$ cat config.mk
export PLATFORM = sky130hd
export DESIGN_NAME = alu_exec_seq
export DESIGN_NICKNAME = d
export VERILOG_FILES = /design/src/rtl/alu_pkg.sv /design/src/rtl/alu_regfile.sv /design/src/rtl/alu_exec_seq.sv
export SDC_FILE = /design/constraint.sdc
export NUM_CORES = 1
export LEC_CHECK = 0
export ABC_AREA = 1
export CAP_MARGIN = 10
export CORE_ASPECT_RATIO = 0.7
export CORE_MARGIN = 2
export CORE_UTILIZATION = 52
export DETAILED_ROUTE_END_ITERATION = 7
export GPL_ROUTABILITY_DRIVEN = 0
export PLACE_DENSITY_LB_ADDON = 0.1
export RECOVER_POWER = 100
export SLEW_MARGIN = 10
export SYNTH_ARGS = -nofsm -noshare
export SYNTH_HDL_FRONTEND = slang
export SYNTH_SLANG_ARGS = --single-unit
$ cat constraint.sdc
create_clock -name clk -period 2 [get_ports clk]
set_clock_uncertainty 0.15 [all_clocks]
set_input_delay 0.4 -clock clk [delete_from_list [all_inputs] [get_ports clk]]
set_output_delay 0.4 -clock clk [all_outputs]
set_load 0.05 [all_outputs]
$ cat src/rtl/alu_pkg.sv
// Shared definitions for the ALU sequencer slice: opcodes, FSM states and
// instruction field positions.
package alu_pkg;

    localparam int DATA_W  = 4;
    localparam int RADDR_W = 2;

    localparam logic [3:0] OP_ADD  = 4'd0;
    localparam logic [3:0] OP_SUB  = 4'd1;
    localparam logic [3:0] OP_AND  = 4'd2;
    localparam logic [3:0] OP_OR   = 4'd3;
    localparam logic [3:0] OP_NOT  = 4'd4;
    localparam logic [3:0] OP_NAND = 4'd5;
    localparam logic [3:0] OP_SHL  = 4'd6;
    localparam logic [3:0] OP_SHR  = 4'd7;
    localparam logic [3:0] OP_XOR  = 4'd8;
    localparam logic [3:0] OP_XNOR = 4'd9;
    localparam logic [3:0] OP_LDI  = 4'd10;

    typedef enum logic [1:0] {
        S_IDLE = 2'd0,
        S_EXEC = 2'd1,
        S_WB   = 2'd2
    } state_t;

    localparam int OP_HI = 9;
    localparam int OP_LO = 6;
    localparam int RD_HI = 5;
    localparam int RD_LO = 4;
    localparam int RA_HI = 3;
    localparam int RA_LO = 2;
    localparam int RB_HI = 1;
    localparam int RB_LO = 0;

    // Opcodes forwarded to the external ALU and written back from its result.
    function automatic logic is_alu_op(input logic [3:0] op);
        case (op)
            OP_ADD, OP_SUB, OP_AND, OP_OR, OP_NOT,
            OP_NAND, OP_SHL, OP_SHR, OP_XOR, OP_XNOR: return 1'b1;
            default:                                  return 1'b0;
        endcase
    endfunction

endpackage

$ cat src/rtl/alu_regfile.sv
// Small register file: one synchronous write port cleared by reset, three
// combinational read ports (two operands plus debug).
module alu_regfile #(
    parameter int DATA_W  = alu_pkg::DATA_W,
    parameter int NREG    = 4,
    parameter int RADDR_W = alu_pkg::RADDR_W
) (
    input  logic               clk,
    input  logic               rst,
    input  logic               we,
    input  logic [RADDR_W-1:0] waddr,
    input  logic [DATA_W-1:0]  wdata,
    input  logic [RADDR_W-1:0] ra_addr,
    input  logic [RADDR_W-1:0] rb_addr,
    input  logic [RADDR_W-1:0] dbg_addr,
    output logic [DATA_W-1:0]  ra_data,
    output logic [DATA_W-1:0]  rb_data,
    output logic [DATA_W-1:0]  dbg_data
);

    logic [DATA_W-1:0] mem [NREG];

    always_ff @(posedge clk) begin
        if (rst) begin
            for (int i = 0; i < NREG; i++) begin
                mem[i] <= '0;
            end
        end else if (we) begin
            mem[waddr] <= wdata;
        end
    end

    assign ra_data  = mem[ra_addr];
    assign rb_data  = mem[rb_addr];
    assign dbg_data = mem[dbg_addr];

endmodule

$ cat src/rtl/alu_exec_seq.sv
// Three-state instruction sequencer around an external combinational ALU:
// read operands on accept, capture ALU outputs in EXEC, write back in WB.
module alu_exec_seq #(
    parameter int DATA_W  = alu_pkg::DATA_W,
    parameter int NREG    = 4,
    parameter int RADDR_W = alu_pkg::RADDR_W
) (
    input  logic               clk,
    input  logic               rst,
    input  logic               instr_valid,
    output logic               instr_ready,
    input  logic [9:0]         instr,
    output logic [DATA_W-1:0]  alu_a,
    output logic [DATA_W-1:0]  alu_b,
    output logic [3:0]         alu_sel,
    input  logic [DATA_W-1:0]  alu_y,
    input  logic               alu_c,
    input  logic               alu_z,
    input  logic               alu_n,
    output logic               done,
    output logic               err,
    output logic [2:0]         flags,
    input  logic [RADDR_W-1:0] dbg_addr,
    output logic [DATA_W-1:0]  dbg_data
);

    import alu_pkg::*;

    state_t state, state_nxt;

    logic [9:0]         ir_p0;
    logic [DATA_W-1:0]  y_p1;
    logic               c_p1, z_p1, n_p1;
    logic [DATA_W-1:0]  ra_data, rb_data;
    logic [3:0]         op_p0;
    logic [RADDR_W-1:0] rd_p0;
    logic [DATA_W-1:0]  imm_p0;
    logic               is_ldi, is_alu, is_illegal;
    logic               accept, wb_en;
    logic [DATA_W-1:0]  wb_data;

    assign accept     = instr_valid & instr_ready;
    assign op_p0      = ir_p0[OP_HI:OP_LO];
    assign rd_p0      = RADDR_W'(ir_p0[RD_HI:RD_LO]);
    assign imm_p0     = DATA_W'(ir_p0[RA_HI:RB_LO]);
    assign is_ldi     = (op_p0 == OP_LDI);
    assign is_alu     = is_alu_op(op_p0);
    assign is_illegal = !is_ldi && !is_alu;
    assign wb_en      = (state == S_WB) && (is_ldi || is_alu);
    assign wb_data    = is_ldi ? imm_p0 : y_p1;

    alu_regfile #(
        .DATA_W  (DATA_W),
        .NREG    (NREG),
        .RADDR_W (RADDR_W)
    ) u_regfile (
        .clk      (clk),
        .rst      (rst),
        .we       (wb_en),
        .waddr    (rd_p0),
        .wdata    (wb_data),
        .ra_addr  (RADDR_W'(instr[RA_HI:RA_LO])),
        .rb_addr  (RADDR_W'(instr[RB_HI:RB_LO])),
        .dbg_addr (dbg_addr),
        .ra_data  (ra_data),
        .rb_data  (rb_data),
        .dbg_data (dbg_data)
    );

    always_ff @(posedge clk) begin
        if (rst) begin
            state <= S_IDLE;
        end else begin
            state <= state_nxt;
        end
    end

    always_comb begin
        state_nxt = state;
        case (state)
            S_IDLE:  if (accept) state_nxt = S_EXEC;
            S_EXEC:  state_nxt = S_WB;
            S_WB:    state_nxt = S_IDLE;
            default: state_nxt = S_IDLE;
        endcase
    end

    // done/err are masked while reset is asserted so a discarded instruction never retires.
    always_comb begin
        instr_ready = (state == S_IDLE);
        done        = (state == S_WB) && !rst;
        err         = (state == S_WB) && !rst && is_illegal;
    end

    // Stage p0: latch instruction and operands at accept; they hold through EXEC.
    always_ff @(posedge clk) begin
        if (rst) begin
            ir_p0   <= '0;
            alu_a   <= '0;
            alu_b   <= '0;
            alu_sel <= '0;
        end else if (accept) begin
            ir_p0   <= instr;
            alu_a   <= ra_data;
            alu_b   <= rb_data;
            alu_sel <= instr[OP_HI:OP_LO];
        end
    end

    // Stage p1: hold ALU outputs sampled at the end of EXEC, then commit flags in WB.
    always_ff @(posedge clk) begin
        if (rst) begin
            y_p1  <= '0;
            c_p1  <= 1'b0;
            z_p1  <= 1'b0;
            n_p1  <= 1'b0;
            flags <= '0;
        end else begin
            if (state == S_EXEC) begin
                y_p1 <= alu_y;
                c_p1 <= alu_c;
                z_p1 <= alu_z;
                n_p1 <= alu_n;
            end
            if (wb_en) begin
                flags <= is_ldi ? {1'b0, (imm_p0 == '0), imm_p0[DATA_W-1]}
                                : {c_p1, z_p1, n_p1};
            end
        end
    end

endmodule

==> impl_results.md, run 1 <==
* Area of the core at 0.00433 mm²
* CTS buffer count at 5
* Clk root buf: clkbuf_8
* Worst-Margin Slew at ~0.60 ns
* WL met3 at 452 µm
* Layout area overhead at 22.2%
* Avg Vias per Cell at 5.19
* Hold buffers post-CTS at 0
* CTS sink count at 47
* Placed insts at 390
* Met2 wire length at 2220 µm
* Post-CTS Setup Inserts at 0
* Setup ws final at 0.0529 ns
* Final layout net count at 365
* Initial Utilization at 54.0%
* CTS Buffer Depth at 2
* DR iter-0 viols at 140
* Setup TNS at 0 ns
* Yosys cell types at 25
* Seq/Total Area, Yosys at 47.1%
* Synthesized area at 0.00234 mm²
* Layout cells sized above 1 at 15.4%
* DRT met1 WL at 2600 µm
* Pleak at ~1.2 nW
* Min Tclk post-route at between 1.5 and 2 ns
* Die ar. at 0.00506 mm²
* Critical Path AT at ~1.4 ns
* Half-perimeter wire length after placement at slightly below 4000 µm
* Worst Path Class, Setup: in2out
* Status: finished clean
* Grt total ovfl at 0
* Type of the tightest min-delay check: reg2reg
* Crit end category: output port
* Commonest cells after routing, fill and taps aside: nor2_1 (58), nand2_1 (42), dfxtp_1 (31)
* Most common cell after layout, fill and taps aside: nor2_1
* ANT nets after route at 0
* Pwr/cell area at between 700 and 800 mW/mm²
* Top layer in use: met4
* Initial antenna violation count at 0
* Global-route wire length before repair at 8850 µm
* Synthesized flop and latch total at 47
* RSZ-0062 raised after global routing: no
* Clock-pin slew on the worst setup and hold paths at 0.09 ns
* CTS tree: done
* Drt total wl at 5370 µm
* # DRC at 0
* Finished Layout Cells at ~400
* Die Y at 60.1 µm
* Routed len/inst at 13.5 µm
* Final period util at 97.4%
* Clock latency on the worst-skew pair at around 0.30 ns
* Vias in the first global route at 1,885
* # rows at 20
* Avg Inst Size Synth at 7.84 µm²
* Largest net degree at the start of global routing at 23
* Pins Over Slew Limit at 0
* Worst Path Max Fanout at 4
* Hold Vio Cnt, Final at 0
* VDD IR max at 0.501 mV
* Synth Net Count at 320
* DR pass1 iterations at 4
* Die width at 84.1 µm
* Gr usage total at 22.9%
* Hold WS at 0.320 ns
* Ant. Diodes at 0
* Worst setup SP type: input pin
* Critical path required time at 1.45 ns
* H-tree Lvls at 2
* Setup WS pre-CTS at -0.131 ns
* # setup viols final at 0
* Placed instance area at roughly 0.0029 mm²
* Max cap viols at 0
* Max Fclk at 514 MHz
* Finished Cell Area at 0.00286 mm²
* I/O pin cnt at 44
* Rel. slew slack at about three fifths
* Syn Inst Count at slightly below 300
* YS warnings at 0
* Vias at 2,070
* IO Port Bufs at 43
## critical path: stages
cell and delay [ns]:
dlygate4sd2_1 0.30, clkinvlp_4 0.17, o21ai_2 0.15, a21oi_2 0.05, a21oi_2 0.09, clkbuf_4 0.23
## final timing paths
kind               start                  end  slack [ns]  depth (start not counted)
max          dbg_addr[0]          dbg_data[0]        0.05                          6
min                 c_p1             flags[2]        0.32                          2
max reg2reg     state[1]  u_regfile.mem[0][0]        0.20                          7
min reg2reg         c_p1             flags[2]        0.32                          2
## flip-flops by register name (all words and copies together) (netlist names)
signal	count
alu_a	4
alu_b	4
alu_sel	4
c_p1	1
flags	3
ir_p0	6
is_alu	1
n_p1	1
state	2
u_regfile.mem	16
y_p1	4
z_p1	1
## logic make-up (layout without fill, tap and decap cells)
| kind of cell | count (synthesis) | count (layout) | synth area share (%) |
|---|---|---|---|
| compound gates | 67 | 67 | 15.8 |
| buf+inv | 55 | 101 | 11.0 |
| flops | 47 | 47 | 47.1 |
| simple gates | 129 | 129 | 26.1 |
## synth_stat cells
master / number / area share, %
nand4_1: 2 / 0.54
o211ai_1: 8 / 2.6
clkbuf_1: 5 / 0.80
inv_1: 30 / 4.8
nand3_2: 1 / 0.43
edfxtp_1: 16 / 21
inv_2: 6 / 0.96
nor2_2: 3 / 0.80
buf_2: 6 / 1.3
nand2_4: 3 / 1.4
nand3_1: 15 / 3.2
a21oi_2: 3 / 1.1
nor2_4: 1 / 0.48
nand4_4: 3 / 2.7
clkinv_4: 1 / 0.37
buf_6: 3 / 1.4
buf_4: 4 / 1.3
nand2_2: 2 / 0.54
nand2_1: 40 / 6.4
a21oi_1: 27 / 5.8
o21ai_0: 27 / 5.8
nor2_1: 59 / 9.5
o21ai_1: 1 / 0.21
dfxtp_1: 31 / 27
o21ai_2: 1 / 0.37
## timing repair
item | 4_1_cts | 5_1_grt
gates cloned | 1 | 0
setup endpoints to repair | 4 | 5
pin swaps | 0 | 0
gates resized for setup | 11 | 6
## power by group
part | switching [mW] | internal (mW)
clock network | 0.332 | 0.379
logic | 0.302 | 0.154
registers | 0.0384 | 1.05
## through the flow
step | total power [mW] | util [%]
final | 2.25 | 66.0
after global routing | 2.37 | 66.0
after CTS | 2.31 | 69.2
after detailed placement | 1.60 | 66.1
after global placement | 1.59 | 66.1
after floorplan | 1.43 | -
## final cells by class
class,count,area [µm²]
clock buffer,5,68.8
fill,398,1470
clock inverter,3,47.5
sequential,47,1100
tap,55,68.8
multi-input combinational,196,953
timing repair inverter,1,7.51
inverter,37,146
timing repair buffer,55,463
## metal layers
layer / up-vias / global-route usage [%]
li1: 1051 / -
met5: - / 0
met2: 72 / 35.3
met3: 12 / 5.11
met4: 0 / 8.76
met1: 935 / 31.7
Power figures use the tool's default switching activity.
==> run 2: changes to the inputs <==
- SKIP_CTS_REPAIR_TIMING: default -> 1
==> run 2 against run 1 <==
Net effect: die area stayed put; largest cell class unchanged; highest routed layer unchanged; final cell count fell by 0.25%; largest power group unchanged; combinational power decreased by 1%; power barely moved; worst hold slack barely moved; final area decreased by 0.53%.
==> impl_results.md, run 2 (same netlist as run 1, synthesis figures left out) <==
* CTS sink count at 47
* Status: finished clean
* Initial antenna violation count at 0
* Pleak at 1.22 nW
* Rel. slew slack at between 60% and 70%
* Largest Register: u_regfile.mem
* Critical Path AT at 1.36 ns
* Half-perimeter wire length after placement at 3940 µm
* Layout cells sized above 1 at between 10% and 20%
* Crit end category: output port
* Clk root buf: clkbuf_8
* H-tree Lvls at 2
* Hold Vio Cnt, Final at 0
* Area of the core at 0.00433 mm²
* Die width at 84.1 µm
* Worst Path Class, Setup: in2out
* Max Fclk at 523 MHz
* Worst hold path startpoint: c_p1
* Die Y at 60.1 µm
* Initial Utilization at 54.0%
* P_int at 1.58 mW
* Clock share of power at 31.8%
* Ant. Diodes at 0
* Vias at roughly 2,000
* Clock-pin slew on the worst setup and hold paths at 0.09 ns
* Vias in the first global route at 1,873
* Pins Over Slew Limit at 0
* ANT nets after route at 0
* Max cap viols at 0
* Launch point of the worst path: rst
* Critical path required time at 1.45 ns
* RSZ-0062 raised after global routing: no
* # DRC at 0
* Gr usage total at 22.7%
* Avg Vias per Cell at 5.14
* Most common cell after layout, fill and taps aside: nor2_1
* DR iter-0 viols at roughly 130
* Worst-Margin Slew at 0.601 ns
* CTS Buffer Depth at 2
* Net Sw Power at 0.675 mW
* Clock latency on the worst-skew pair at slightly above 0.3 ns
* IO Port Bufs at 43
* Pwr/cell area at 792 mW/mm²
* Min Tclk post-route at 1.91 ns
* I/O pin cnt at 44
* Reg2reg start: alu_sel[1]
* # setup viols final at 0
* Sequential share of power at 48.1%
* Global-route wire length before repair at 8780 µm
* Largest net degree at the start of global routing at 23
* Largest register FFs at 16
* Worst setup SP type: input pin
* Fill cells at 402
* Commonest cells after routing, fill and taps aside: nor2_1 (58), nand2_1 (42), dfxtp_1 (31)
* # rows at 20
* PnR Total Power at ~2.3 mW
* Final period util at between 90 and 100%
* Setup WS pre-CTS at -0.131 ns
* Final layout net count at 364
* Layout area overhead at 21.6%
* Worst Path Max Fanout at 2
* CTS buffer count at 5
* Sw frac at 30.0%
* DR pass1 iterations at 4
* Routed len/inst at approximately 13 µm
* Type of the tightest min-delay check: reg2reg
* Drt total wl at 5330 µm
* VDD IR max at 0.503 mV
* Combinational Power Share at 20.0%
* Regs by FF count: u_regfile.mem (16), ir_p0 (6)
* Die ar. at 0.00506 mm²
* Grt total ovfl at 0
* Setup ws final at 0.0888 ns
* CTS tree: done
-- run 2: path summary, 6_finish.rpt --
| path | slack (ns) | to | depth (start not counted) |
|---|---|---|---|
| max reg2reg | 0.20 | u_regfile.mem[2][0] | 7 |
| min reg2reg | 0.32 | flags[2] | 2 |
| max | 0.09 | err | 5 |
| min | 0.32 | flags[2] | 2 |
-- run 2: critical path, stage by stage --
cell and delay [ns]:
clkdlybuf4s50_1 0.44, inv_1 0.10, nand2_2 0.09, nor2_2 0.18, buf_12 0.15
-- run 2: cell type report --
cell class                      instances  area [µm²]  share of cell area (%)
Inverter                               37         149                    5.24
Sequential cell                        47        1100                    38.7
Multi-Input combinational cell        196         942                    33.2
Timing Repair Buffer                   55         464                    16.3
Tap cell                               55        68.8                    2.42
Clock buffer                            5        68.8                    2.42
Clock inverter                          3        47.5                    1.67
-- run 2: power by group through the flow --
stage | clock, mW | sequential, mW | combinational (mW)
after detailed placement | 0 | 1.11 | 0.487
final | 0.716 | 1.08 | 0.451
after global routing | 0.772 | 1.09 | 0.497
after global placement | 0 | 1.11 | 0.482
after CTS | 0.733 | 1.09 | 0.490
after floorplan | 0 | 1.15 | 0.281
-- run 2: per-layer routing --
metal,vias up,share of wire [%],global-route usage (%)
met2,49,42,34.9
met4,0,1.4,8.76
met5,-,0,0
met1,934,50,31.5
met3,8,6.6,5.11
li1,1056,-,-
-- run 2: stage by stage --
stage | instance area, µm² | setup TNS [ns] | utilization [%] | instances | hold slack, ns
2_1_floorplan | 2350 | 0 | - | 298 | 0.287
3_3_place_gp | 2860 | -0.344 | 66.1 | 390 | 0.301
3_5_place_dp | 2860 | -0.521 | 66.1 | 390 | 0.307
4_1_cts | 2980 | -0.495 | 68.8 | 398 | 0.324
5_1_grt | 2840 | 0 | 65.6 | 398 | 0.349
6_report | 2840 | 0 | 65.6 | 398 | 0.320
